**src/rtl/alu_issue_ctrl_pkg.sv**
```systemverilog
// Shared decode constants, FSM state and decode record for the ALU issue/writeback controller.
package alu_issue_pkg;

    localparam logic [3:0] OP_RTYPE = 4'h0;
    localparam logic [3:0] OP_MEM   = 4'h4;
    localparam logic [3:0] OP_LSH   = 4'h8;
    localparam logic [3:0] OP_LUI   = 4'hF;

    localparam logic [3:0] EXT_AND  = 4'h1;
    localparam logic [3:0] EXT_OR   = 4'h2;
    localparam logic [3:0] EXT_XOR  = 4'h3;
    localparam logic [3:0] EXT_ADD  = 4'h5;
    localparam logic [3:0] EXT_ADDU = 4'h6;
    localparam logic [3:0] EXT_SUB  = 4'h9;
    localparam logic [3:0] EXT_CMP  = 4'hB;
    localparam logic [3:0] EXT_MOV  = 4'hD;

    localparam logic [3:0] EXT_LSH_IMM = 4'h0;
    localparam logic [3:0] EXT_ASH_IMM = 4'h1;
    localparam logic [3:0] EXT_LSH_REG = 4'h4;

    localparam int PSR_LOW  = 1;
    localparam int PSR_FLAG = 2;
    localparam int PSR_EQ   = 3;
    localparam int PSR_NEG  = 4;

    typedef enum logic [1:0] {IDLE, EXEC, WB} state_t;

    typedef enum logic {B_REG, B_IMM} b_sel_t;

    typedef struct packed {
        logic [7:0]  opcode;
        logic [3:0]  a_sel;
        b_sel_t      b_sel;
        logic [15:0] imm;
        logic        writes;
        logic        illegal;
    } decode_t;

    // Codes shared by the RType ext field and the IType major field.
    function automatic logic is_alu_code(input logic [3:0] code);
        case (code)
            EXT_AND, EXT_OR, EXT_XOR, EXT_ADD,
            EXT_ADDU, EXT_SUB, EXT_CMP, EXT_MOV: return 1'b1;
            default:                             return 1'b0;
        endcase
    endfunction

    function automatic logic is_logical(input logic [3:0] code);
        return (code == EXT_AND) || (code == EXT_OR) || (code == EXT_XOR);
    endfunction

endpackage

```
**src/rtl/alu_issue_ctrl_if.sv**
```systemverilog
// Instruction handshake between the sequencer (master) and the issue controller (slave).
interface alu_issue_ctrl_if;
    logic [15:0] inst;
    logic        inst_valid;
    logic        inst_ready;

    modport master (output inst, output inst_valid, input inst_ready);
    modport slave  (input inst, input inst_valid, output inst_ready);
endinterface

```
**src/rtl/alu_issue_ctrl_decode.sv**
```systemverilog
// Combinational instruction decoder: 16-bit word to ALU opcode, operand selects and writeback flag.
module alu_issue_decode
    import alu_issue_pkg::*;
#(
    parameter int IMM_SEXT = 1
) (
    input  logic [15:0] inst,
    output decode_t     dec
);

    logic [3:0] maj;
    logic [3:0] ext;
    logic [3:0] src;
    logic [7:0] imm8;

    assign maj  = inst[15:12];
    assign ext  = inst[7:4];
    assign src  = inst[3:0];
    assign imm8 = inst[7:0];

    always_comb begin
        // NOTE: every field gets a default before the case so no path can infer a latch.
        dec         = '0;
        dec.a_sel   = inst[11:8];
        dec.b_sel   = B_REG;
        dec.illegal = 1'b1;

        case (maj)
            OP_RTYPE: begin
                if (is_alu_code(ext)) begin
                    dec.opcode  = {4'h0, ext};
                    dec.writes  = (ext != EXT_CMP);
                    dec.illegal = 1'b0;
                end
            end
            OP_LSH: begin
                if (ext == EXT_LSH_IMM || ext == EXT_ASH_IMM) begin
                    dec.opcode  = {OP_LSH, ext};
                    dec.b_sel   = B_IMM;
                    dec.imm     = {12'h000, src};
                    dec.writes  = 1'b1;
                    dec.illegal = 1'b0;
                end else if (ext == EXT_LSH_REG) begin
                    dec.opcode  = {OP_LSH, ext};
                    dec.writes  = 1'b1;
                    dec.illegal = 1'b0;
                end
            end
            OP_LUI: begin
                dec.opcode  = 8'hF0;
                dec.b_sel   = B_IMM;
                dec.imm     = {8'h00, imm8};
                dec.writes  = 1'b1;
                dec.illegal = 1'b0;
            end
            default: begin
                if (is_alu_code(maj)) begin
                    dec.opcode  = {4'h0, maj};
                    dec.b_sel   = B_IMM;
                    // Logical immediates are masks, so they never sign-extend.
                    dec.imm     = (IMM_SEXT != 0 && !is_logical(maj)) ? {{8{imm8[7]}}, imm8}
                                                                      : {8'h00, imm8};
                    dec.writes  = (maj != EXT_CMP);
                    dec.illegal = 1'b0;
                end
            end
        endcase
    end

endmodule

```
**src/rtl/alu_issue_ctrl.sv**
```systemverilog
// ALU issue/writeback controller: decode, operand fetch, 3-cycle serial execute, register writeback.
// Defining ALU_ISSUE_ILLEGAL_TRAP_EN adds a sticky trap output that blocks issue after an illegal decode.
module alu_issue_ctrl
    import alu_issue_pkg::*;
#(
    parameter int NUM_REGS = 16,
    parameter int IMM_SEXT = 1
) (
    input  logic              clock,
    input  logic              reset,
    alu_issue_ctrl_if.slave   issue,
    output logic [7:0]        alu_opcode,
    output logic [15:0]       alu_a,
    output logic [15:0]       alu_b,
    input  logic [15:0]       alu_result,
    input  logic [4:0]        alu_psr,
    output logic [4:0]        psr,
    output logic              wb_valid,
    output logic [3:0]        wb_addr,
    output logic [15:0]       wb_data,
    output logic              illegal,
    input  logic [3:0]        dbg_addr,
    output logic [15:0]       dbg_data
`ifdef ALU_ISSUE_ILLEGAL_TRAP_EN
    ,
    output logic              trap
`endif
);

    state_t      state;
    state_t      state_next;
    decode_t     dec;
    logic [15:0] rf [NUM_REGS];
    logic [3:0]  wb_dest;
    logic        wb_en;
    logic        open;
    logic        accept;

    alu_issue_decode #(.IMM_SEXT(IMM_SEXT)) u_decode (
        .inst (issue.inst),
        .dec  (dec)
    );

`ifdef ALU_ISSUE_ILLEGAL_TRAP_EN
    assign open = (state == IDLE) && !trap;
`else
    assign open = (state == IDLE);
`endif
    assign issue.inst_ready = open;
    assign accept           = issue.inst_valid && open;
    assign dbg_data         = rf[dbg_addr];

    // NOTE: sequential state uses non-blocking assignments so every flop samples pre-edge values.
    always_ff @(posedge clock) begin
        if (!reset) state <= IDLE;
        else        state <= state_next;
    end

    always_comb begin
        state_next = state;
        case (state)
            IDLE:    if (accept && !dec.illegal) state_next = EXEC;
            EXEC:    state_next = WB;
            WB:      state_next = IDLE;
            default: state_next = IDLE;
        endcase
    end

    always_ff @(posedge clock) begin
        if (!reset) begin
            alu_opcode <= 8'h00;
            alu_a      <= '0;
            alu_b      <= '0;
            psr        <= '0;
            wb_valid   <= 1'b0;
            wb_addr    <= '0;
            wb_data    <= '0;
            illegal    <= 1'b0;
            wb_dest    <= '0;
            wb_en      <= 1'b0;
`ifdef ALU_ISSUE_ILLEGAL_TRAP_EN
            trap       <= 1'b0;
`endif
            // NOTE: the register file is a flop array with architectural reset to zero, so it is cleared here.
            for (int i = 0; i < NUM_REGS; i++) rf[i] <= '0;
        end else begin
            wb_valid <= 1'b0;
            illegal  <= 1'b0;
            case (state)
                IDLE: begin
                    if (accept) begin
                        if (dec.illegal) begin
                            illegal <= 1'b1;
`ifdef ALU_ISSUE_ILLEGAL_TRAP_EN
                            trap    <= 1'b1;
`endif
                        end else begin
                            alu_opcode <= dec.opcode;
                            alu_a      <= rf[dec.a_sel];
                            alu_b      <= (dec.b_sel == B_IMM) ? dec.imm : rf[issue.inst[3:0]];
                            wb_dest    <= dec.a_sel;
                            wb_en      <= dec.writes;
                        end
                    end
                end
                // The ALU samples at the end of EXEC, so the opcode returns to idle right here.
                EXEC: alu_opcode <= 8'h00;
                WB: begin
                    alu_opcode <= 8'h00;
                    psr        <= alu_psr;
                    if (wb_en) begin
                        rf[wb_dest] <= alu_result;
                        wb_valid    <= 1'b1;
                        wb_addr     <= wb_dest;
                        wb_data     <= alu_result;
                    end
                end
                default: ;
            endcase
        end
    end

endmodule

```
**src/flat_wrapper.sv**
```systemverilog
// flat-port wrapper written by rule: the top's interface ports become plain ports
module alu_issue_ctrl_flat import alu_issue_pkg::*;
#(
    parameter int NUM_REGS = 16,
    parameter int IMM_SEXT = 1
)
  (clock, reset, alu_opcode, alu_a, alu_b, alu_result, alu_psr, psr, wb_valid, wb_addr, wb_data, illegal, dbg_addr, dbg_data, issue_inst, issue_inst_valid, issue_inst_ready);
  alu_issue_ctrl_if issue_i ();
  input  logic clock;
  input  logic reset;
  output logic [7:0] alu_opcode;
  output logic [15:0] alu_a;
  output logic [15:0] alu_b;
  input  logic [15:0] alu_result;
  input  logic [4:0] alu_psr;
  output logic [4:0] psr;
  output logic wb_valid;
  output logic [3:0] wb_addr;
  output logic [15:0] wb_data;
  output logic illegal;
  input  logic [3:0] dbg_addr;
  output logic [15:0] dbg_data;
  input wire logic [$bits(issue_i.inst)-1:0] issue_inst;
  input wire logic [$bits(issue_i.inst_valid)-1:0] issue_inst_valid;
  output wire logic [$bits(issue_i.inst_ready)-1:0] issue_inst_ready;
  assign issue_i.inst = issue_inst;
  assign issue_i.inst_valid = issue_inst_valid;
  assign issue_inst_ready = issue_i.inst_ready;
  alu_issue_ctrl #(.NUM_REGS(NUM_REGS), .IMM_SEXT(IMM_SEXT)) u_core (.clock(clock), .reset(reset), .issue(issue_i), .alu_opcode(alu_opcode), .alu_a(alu_a), .alu_b(alu_b), .alu_result(alu_result), .alu_psr(alu_psr), .psr(psr), .wb_valid(wb_valid), .wb_addr(wb_addr), .wb_data(wb_data), .illegal(illegal), .dbg_addr(dbg_addr), .dbg_data(dbg_data));
endmodule
```
**config.mk**
```make
export PLATFORM = sky130hd
export DESIGN_NAME = alu_issue_ctrl_flat
export DESIGN_NICKNAME = d
export VERILOG_FILES = /design/src/rtl/alu_issue_ctrl_pkg.sv /design/src/rtl/alu_issue_ctrl_if.sv /design/src/rtl/alu_issue_ctrl_decode.sv /design/src/rtl/alu_issue_ctrl.sv /design/src/flat_wrapper.sv
export SDC_FILE = /design/constraint.sdc
export NUM_CORES = 1
export LEC_CHECK = 0
export ABC_AREA = 1
export CAP_MARGIN = 20
export CORE_MARGIN = 4
export CORE_UTILIZATION = 40
export CTS_CLUSTER_SIZE = 20
export DETAILED_ROUTE_END_ITERATION = 16
export DONT_BUFFER_PORTS = 1
export PLACE_DENSITY = 0.57
export SYNTH_ARGS = -nofsm -noshare
export SYNTH_HDL_FRONTEND = slang
export SYNTH_HIERARCHICAL = 1
export SYNTH_SLANG_ARGS = --single-unit
```
**constraint.sdc**
```tcl
create_clock -name clock -period 3.9 [get_ports clock]
set_input_delay 0.39 -clock clock [delete_from_list [all_inputs] [get_ports clock]]
set_output_delay 0.39 -clock clock [all_outputs]
set_load 0.05 [all_outputs]
```
After elaboration in Yosys (flattened, before gate mapping)

Memory sizes are Yosys's and may differ from the RTL's. A register that Yosys moved wholly into a read port is not among the register bits.
Index checks and enable logic that the tools add are counted.

Add/sub/neg operators: 0
Reductions and logical operators: 18
Shifts and indexed selects: 0
Equality and inequality tests: 14
Multiplexer cells: 30
Div/mod/pow operators: 0
Multiply operators: 0
Bitwise operators: 1
Magnitude comparators: 0

Operator list:

| operator                                             | count |
|---|---|
| one-hot mux 17 bit (3 select lines)                  | 1 |
| 2-to-1 mux 16 bit                                    | 3 |
| 2-to-1 mux 8 bit                                     | 4 |
| one-hot mux 8 bit (3 select lines)                   | 1 |
| 2-to-1 mux 19 bit                                    | 1 |
| 2-to-1 mux 17 bit                                    | 1 |
| one-hot mux 8 bit (2 select lines)                   | 1 |
| OR reduction 16 bit                                  | 1 |
| 2-to-1 mux 4 bit                                     | 3 |
| 2-to-1 mux 1 bit                                     | 9 |
| AND reduction 3 bit                                  | 3 |
| equality test 4 x 1 -> 1 bit (second input constant) | 2 |
| equality test 4 x 2 -> 1 bit (second input constant) | 2 |
| equality test 4 bit (second input constant)          | 2 |
| logical NOT 4 bit                                    | 2 |
| 2-to-1 mux 2 bit                                     | 4 |
| != test 4 bit (second input constant)                | 2 |
| != test 2 bit (second input constant)                | 3 |
| one-hot mux 2 bit (3 select lines)                   | 1 |
| equality test 4 x 3 -> 1 bit (second input constant) | 1 |
| one-hot mux 2 bit (2 select lines)                   | 1 |
| logical OR 1 bit                                     | 3 |
| OR reduction 3 bit                                   | 1 |
| equality test 2 x 1 -> 1 bit (second input constant) | 1 |
| 8 further kinds                                      | 10 |

Memory bits (read-only): 32
Input bits: 44
Logic and storage cells: 76
Bits in writable memories: 256
Bits in latches: 0
Register bits: 58
Memories kept: 3

Memory list:

| name            | depth | bits a word | read ports | clocked after Yosys merged registers in | write ports | line                     | text |
|---|---|---|---|---|---|---|---|
| u_core.rf       | 16    | 16          | 3          | 1                                       | 16          | alu_issue_ctrl.sv:33     | `logic [15:0] rf [NUM_REGS];` |
| (no name shown) | 16    | 1           | 1          | 0                                       | 0           | alu_issue_ctrl_pkg.sv:42 | `case (code)` |
| (no name shown) | 16    | 1           | 1          | 0                                       | 0           | alu_issue_ctrl_pkg.sv:42 |  |

Longest topological paths before layout

Gate-level depths: netlist of run 1.

Word-level depth: 10
Depth in mapped cells: 17
Depth with buffers taken out: 16

Modules after synthesis

Netlist of run 1, hierarchy kept.

By module, submodules not included:

| module           | times used | seq. area each (um^2) | cells an instance | area each (um^2) |
|---|---|---|---|---|
| alu_issue_ctrl   | 1          | 9168.8                | 2533              | 19058.3 |
| alu_issue_decode | 1          | 0.0                   | 138               | 792.0 |

Worst setup path after synthesis of run 1

No wires, ideal clock.

Path kind: input to output
Start: in dbg_addr[0]
End: out dbg_data[15]
Stages on the path: 6
Path slack: 1.446 ns
Arrival: 2.064 ns
Data required time: 3.510 ns
Buffers on the path: 1
Cell sequence: inv_1 -> buf_2 -> o21ai_0 -> o21ai_0 -> o22ai_1 -> o21ai_0

Word-level cells in the longest chain between the ends: 1

Ends and longest elaborated chain:

| element                   | line               | text |
|---|---|---|
| from (decl)               | flat_wrapper.sv:21 | `input logic [3:0] dbg_addr;` |
| memory read (16 x 16 bit) | n/a                |  |
| to (decl)                 | flat_wrapper.sv:22 | `output logic [15:0] dbg_data;` |

No other way between the ends.

==> summary.txt, run 1 <==
STA
  • Layout Skew: 28.8 ps
  • Fmax: around 0.32 GHz
  • Final Max Tran Viols: 0
  • WHS: 45.1 ps
  • Tmin final: roughly 3100 ps
  • Final setup violation count: 0
  • Unrepaired setup endpoints after global routing: no
  • Worst slew pin tran: between 1000 and 1500 ps
  • Final period util: 80.4%
  • Final hold vios: 0
  • Final setup TNS: 0 ps
  • Slew headroom: between 20% and 30%

GRT
  • Global-route wire length before repair: 118 mm
  • Largest net degree at the start of global routing: 134
  • GRT Overall Usage: between 20% and 30%
  • Initial antenna violation count: 2
  • Total gr overflow: 0
  • Vias in the first global route: 17,438

Floorplan
  • # rows: 81
  • I/O pin count: 128
  • Chip Width: roughly 230 um
  • Initial Util: 40.6%
  • Core area: 49,000 sq um
  • Die H: 231 um
  • Die ar.: 53,300 sq um

Route
  • DR pass1 iterations: 6
  • Vias after detailed routing: 19,442
  • DRT Wirelength: between 80 and 90 mm
  • Drt first-iter violations: 2,783
  • WL/cell: 25.4 um
  • Antenna-violating nets left: 0
  • Vias per Instance: 6.06
  • Number of remaining DRC errors: 0

Job
  • MaxCap Viol Count: 0

Power
  • Final Power: 9.75 mW
  • Max IR drop VDD: ~270 uV
  • Pwr dens: 463 nW/um^2
  • Leak: 8.44 nW

Final layout
  • Filler-free cell count of the finished design: between 3,000 and 4,000
  • Fill count: 4,958
  • Area delta synth->final: 6.07%
  • Layout cell share with drive strength beyond 1: under 10%
  • Layout Nets: 2,571

Setup path
  • Critical Path End Type: flip-flop
  • Worst path required time: 4090 ps
  • Critical-path maximum fanout: 17
  • Critical path type: flip-flop to flip-flop
  • CP startpoint kind: flip-flop
  • Data arrival time of the critical path: ~3300 ps

Placed design
  • Port Buffers: 0
  • Post-detail-place hpwl: 53.8 mm
  • # placed instances: 3,130
  • Placer congestion estimate: roughly 1

Clock network
  • CTS tree: built
  • CTS sink count: 330
  • TritonCTS Buffers: 38
  • Worst skew pair latency: 580 ps
  • Max Root-Sink Buffers: 3
  • PostCTS Resize Cnt: 0
  • Clock transition at path regs: around 60 ps
  • CTS root buf: clkbuf_16
  • Setup Fix Bufs, Post-CTS: 0
  • H-tree depth: 2

Synthesis
  • Share of the synthesized area in the top cell type: between 30% and 40%
  • Yosys cell types: 41
  • Top post-synthesis cells by area: edfxtp_1 39%, nand2_1 14%, nand3_1 9.8%
  • Yosys top cell by area: edfxtp_1
  • Post-synthesis register bit count: 330
  • Post-synth top cells: 757 x nand2_1, 465 x nor2_1, 387 x nand3_1
  • Mapped Nets: 2,728
  • EDFF count, synth: 256
  • Yosys Warn Count: 6
  • Synthesized area: 19,900 sq um
  • Most frequent cell after synthesis: nand2_1
  • Ys async rst share: 0%
  • Most used DFF post-synth: edfxtp_1
  • Post-synthesis sequential area ratio: 46.2%
  • Synth Area per Inst: 7.43 sq um
  • Post-Syn Instances: approximately 2,700

Min path
  • Class of the worst hold path: input port to flip-flop

Status
  • Status: complete, no violations
## cell type report
class                           instances  area (sq um)  share of cell area, %
Multi-Input combinational cell       2037          9250                   43.9
Sequential cell                       330          9170                   43.5
Clock buffer                           48          1020                   4.84
Tap cell                              664           831                   3.95
Inverter                               81           313                   1.49
Timing Repair Buffer                   26           263                   1.25
Clock inverter                         21           213                   1.01
Antenna cell                            1          2.50                 0.0119
## repair_timing
item	in CTS	in global routing
endpoints found under the hold margin	43	0
endpoints found under the setup margin	0	0
hold buffers	8	0
## cells in the final DEF (no fill, tap or decap), drive strengths merged, types with 13 or more instances in the layout
master    n
o211ai   29
a21oi    64
nand3   391
edfxtp  256
clkinv   32
clkbuf   48
o22ai    18
o21ai   188
inv      65
o221ai   52
buf      19
nand2   778
dfxtp    74
nor2    469
ha       13
## path summary, 6_finish.rpt
check / startpoint / to / slack [ps] / cells after the start
worst max register to register: u_core/state[0] / u_core/rf[11][10] / 760 / 6
worst min-delay path: reset / u_core/wb_addr[0] / 50 / 2
worst max-delay path: u_core/state[0] / u_core/rf[11][10] / 760 / 6
worst min register to register: u_core/wb_en / u_core/wb_en / 520 / 2
## per-stage QoR
stage	worst slack [ps]	util (%)	area, sq um
floorplan	1450	-	19900
finish	763	43.0	21100
detailed placement	830	40.3	19700
CTS	841	43.0	21100
global placement	883	40.3	19700
global route	632	43.0	21100
## registers in the layout, summed over array words and instances (netlist names)
register / flops
u_core/psr: 5
u_core/alu_opcode: 8
u_core/alu_b: 16
u_core/wb_en: 1
u_core/wb_addr: 4
u_core/wb_valid: 1
u_core/wb_dest: 4
u_core/rf: 256
u_core/illegal: 1
u_core/wb_data: 16
u_core/alu_a: 16
u_core/state: 2
## worst max-delay path: stages, from the launching register on
cell and delay (ps):
dfxtp_1 330, inv_1 130, ha_1 340, nand2_4 170, nor3_4 670, nand2_2 430, nand2_1 690
## kinds of logic (layout without fill, tap and decap cells)
family | after synthesis | count (layout) | synth area share, %
compound gates | 358 | 358 | 10.6
fa+ha+maj | 13 | 13 | 0.819
buf+inv | 304 | 176 | 7.23
flops | 330 | 330 | 46.2
other cells | 0 | 1 | 0
simple gates | 1666 | 1666 | 35.1
## routing by layer
metal  track usage (%)  share of wire, %  vias up
li1                  -                 -     8680
met1              40.0                39     9229
met2              43.2                42     1317
met3              6.43                12      214
met4              17.4               6.8        2
met5                 0             0.023        -
## report_power, final
group          internal [mW]  total (mW)  switching, mW
clock network           2.07        3.59           1.52
logic                  0.426        1.58           1.16
registers               4.01        4.58          0.574
Power figures use the tool's default switching activity.
==> inputs of run 2 (changes only) <==
- clock period: 3.9 -> 3 ns (I/O delays scaled with it)
==> summary.txt, run 2 (synthesis results as in run 1) <==
Power
  • Pwr dens: 608 nW/um^2
  • Max IR drop VDD: 393 uV
  • Leak: around 8.8 nW

STA
  • Final setup violation count: 0
  • Unrepaired setup endpoints after global routing: no
  • Worst slew pin tran: 1030 ps
  • Final Max Tran Viols: 0
  • Fmax: about 0.38 GHz
  • Tmin final: approximately 2600 ps
  • Slew headroom: 30.9%
  • Final hold vios: 0
  • Final WS setup: 362 ps
  • Final setup TNS: 0 ps
  • Final period util: 87.9%
  • Layout Skew: 24.1 ps

Setup path
  • Crit Reg-Reg Endpoint: u_core/rf[3][11]
  • CP startpoint kind: flip-flop
  • Critical path type: flip-flop to output pin
  • R2R Setup Slk: 740 ps
  • Reg2reg start: u_core/state[0]
  • Worst path required time: 2700 ps
  • R2R depth: 7
  • Data arrival time of the critical path: 2340 ps
  • Critical-path maximum fanout: 3
  • Critical Path End Type: output pin

Route
  • Drt first-iter violations: around 2,900
  • Vias after detailed routing: about 20,000
  • Antenna-violating nets left: 0
  • Vias per Instance: 6.11
  • DRT Wirelength: around 84 mm
  • DR pass1 iterations: 6
  • Number of remaining DRC errors: 0
  • WL/cell: 25.6 um

Final layout
  • Max FFs per register: 256
  • Area delta synth->final: 9.00%
  • Layout Nets: 2,623
  • Layout cell share with drive strength beyond 1: 6.93%
  • Largest reg by FF count: u_core/rf
  • Register area: between 9000 and 10,000 sq um
  • Most frequent cells in the layout: 757 x nand2_1, 465 x nor2_1, 387 x nand3_1
  • Multi-input gate area: 9250 sq um
  • Fill count: between 4,000 and 5,000
  • Most common cell after layout, fill and taps aside: nand2_1

Clock network
  • Clock transition at path regs: approximately 60 ps
  • CTS tree: built
  • Max Root-Sink Buffers: 3
  • H-tree depth: 2
  • TritonCTS Buffers: 41
  • CTS root buf: clkbuf_16
  • Worst skew pair latency: 570 ps
  • CTS sink count: 330

GRT
  • GRT Overall Usage: 30.3%
  • Vias in the first global route: 18,190
  • Initial antenna violation count: 1
  • Global-route wire length before repair: 122 mm
  • Total gr overflow: 0
  • Largest net degree at the start of global routing: 134

Floorplan
  • # rows: 81
  • Chip Width: 231 um
  • Initial Util: 40.6%
  • Core area: 49,000 sq um
  • I/O pin count: 128
  • Die ar.: 53,300 sq um
  • Die H: 231 um

Job
  • MaxCap Viol Count: 0

Status
  • Status: complete, no violations

Min path
  • Min-Delay Path Depth: 4
  • Hold EP: u_core/alu_a[4]
  • Hold_sp: issue_inst[11]
  • Class of the worst hold path: input port to flip-flop

Placed design
  • Port Buffers: 0
  • Post-detail-place hpwl: 52.1 mm
  • Placer congestion estimate: 0.931
  • Pre-CTS setup slack: around 630 ps
run 2: cell count changes in the layout (fill, tap and decap cells not counted), sizes merged:
cell | before | now
dlygate4sd3 | 7 | 8
buf | 19 | 67
bufinv | 3 | 2
clkbuf | 48 | 56
clkinvlp | 2 | 0
run 2: cell type report:
class | instances | share of cell area (%)
tap | 664 | 3.84
timing repair buffer | 75 | 3.27
antenna | 1 | 0.0116
multi-input combinational | 2037 | 42.7
clock inverter | 18 | 0.677
sequential | 330 | 42.4
inverter | 81 | 1.45
clock buffer | 56 | 5.64
run 2: critical path, cell delays in order, from the launching register on:
cell and delay (ps):
edfxtp_1 420, o21ai_0 200, o22ai_1 100, o211ai_1 510, nand2_1 540
run 2: how the worst max path moves through the flow:
stage                                 from          endpoint  slack (ps)  cells after the start
after floorplan                dbg_addr[0]      dbg_data[15]         730                      6
after global placement       issue_inst[5]   u_core/alu_a[8]         650                     16
after detailed placement    issue_inst[12]  u_core/alu_a[11]         630                     15
after CTS                 u_core/rf[10][1]       dbg_data[1]         440                      4
after global routing       u_core/rf[9][1]       dbg_data[1]         290                      4
final                     u_core/rf[10][1]       dbg_data[1]         360                      4
run 2: per-stage QoR:
step	utilization, %	power (mW)	hold slack, ps	cells	instance area [sq um]
after global placement	41.2	8.07	439	3178	20200
after detailed placement	41.2	8.09	447	3178	20200
after CTS	44.2	13.1	0.910	3261	21600
final	44.2	13.2	27.3	3262	21600
after global routing	44.2	13.6	58.2	3261	21600
after floorplan	-	7.50	435	2671	19900
run 2: per-layer routing:
layer | global-route usage (%) | wire (um) | vias up
met5 | 0 | 0 | -
met4 | 13.9 | 4080 | 0
met3 | 7.37 | 10300 | 228
met2 | 47.1 | 37500 | 1429
met1 | 40.0 | 31700 | 9494
li1 | - | - | 8775
run 2: power breakdown:
group	leakage, nW	switching [mW]	internal, mW
clock network	0.683	2.04	3.03
logic	4.85	1.55	0.607
registers	3.25	0.728	5.21
run 2: repair_timing:
item                       CTS  global route
gates resized for setup      0             0
setup buffers                0             0
hold endpoints to repair    50             0
setup endpoints to repair    0             0
hold buffers                 9             0
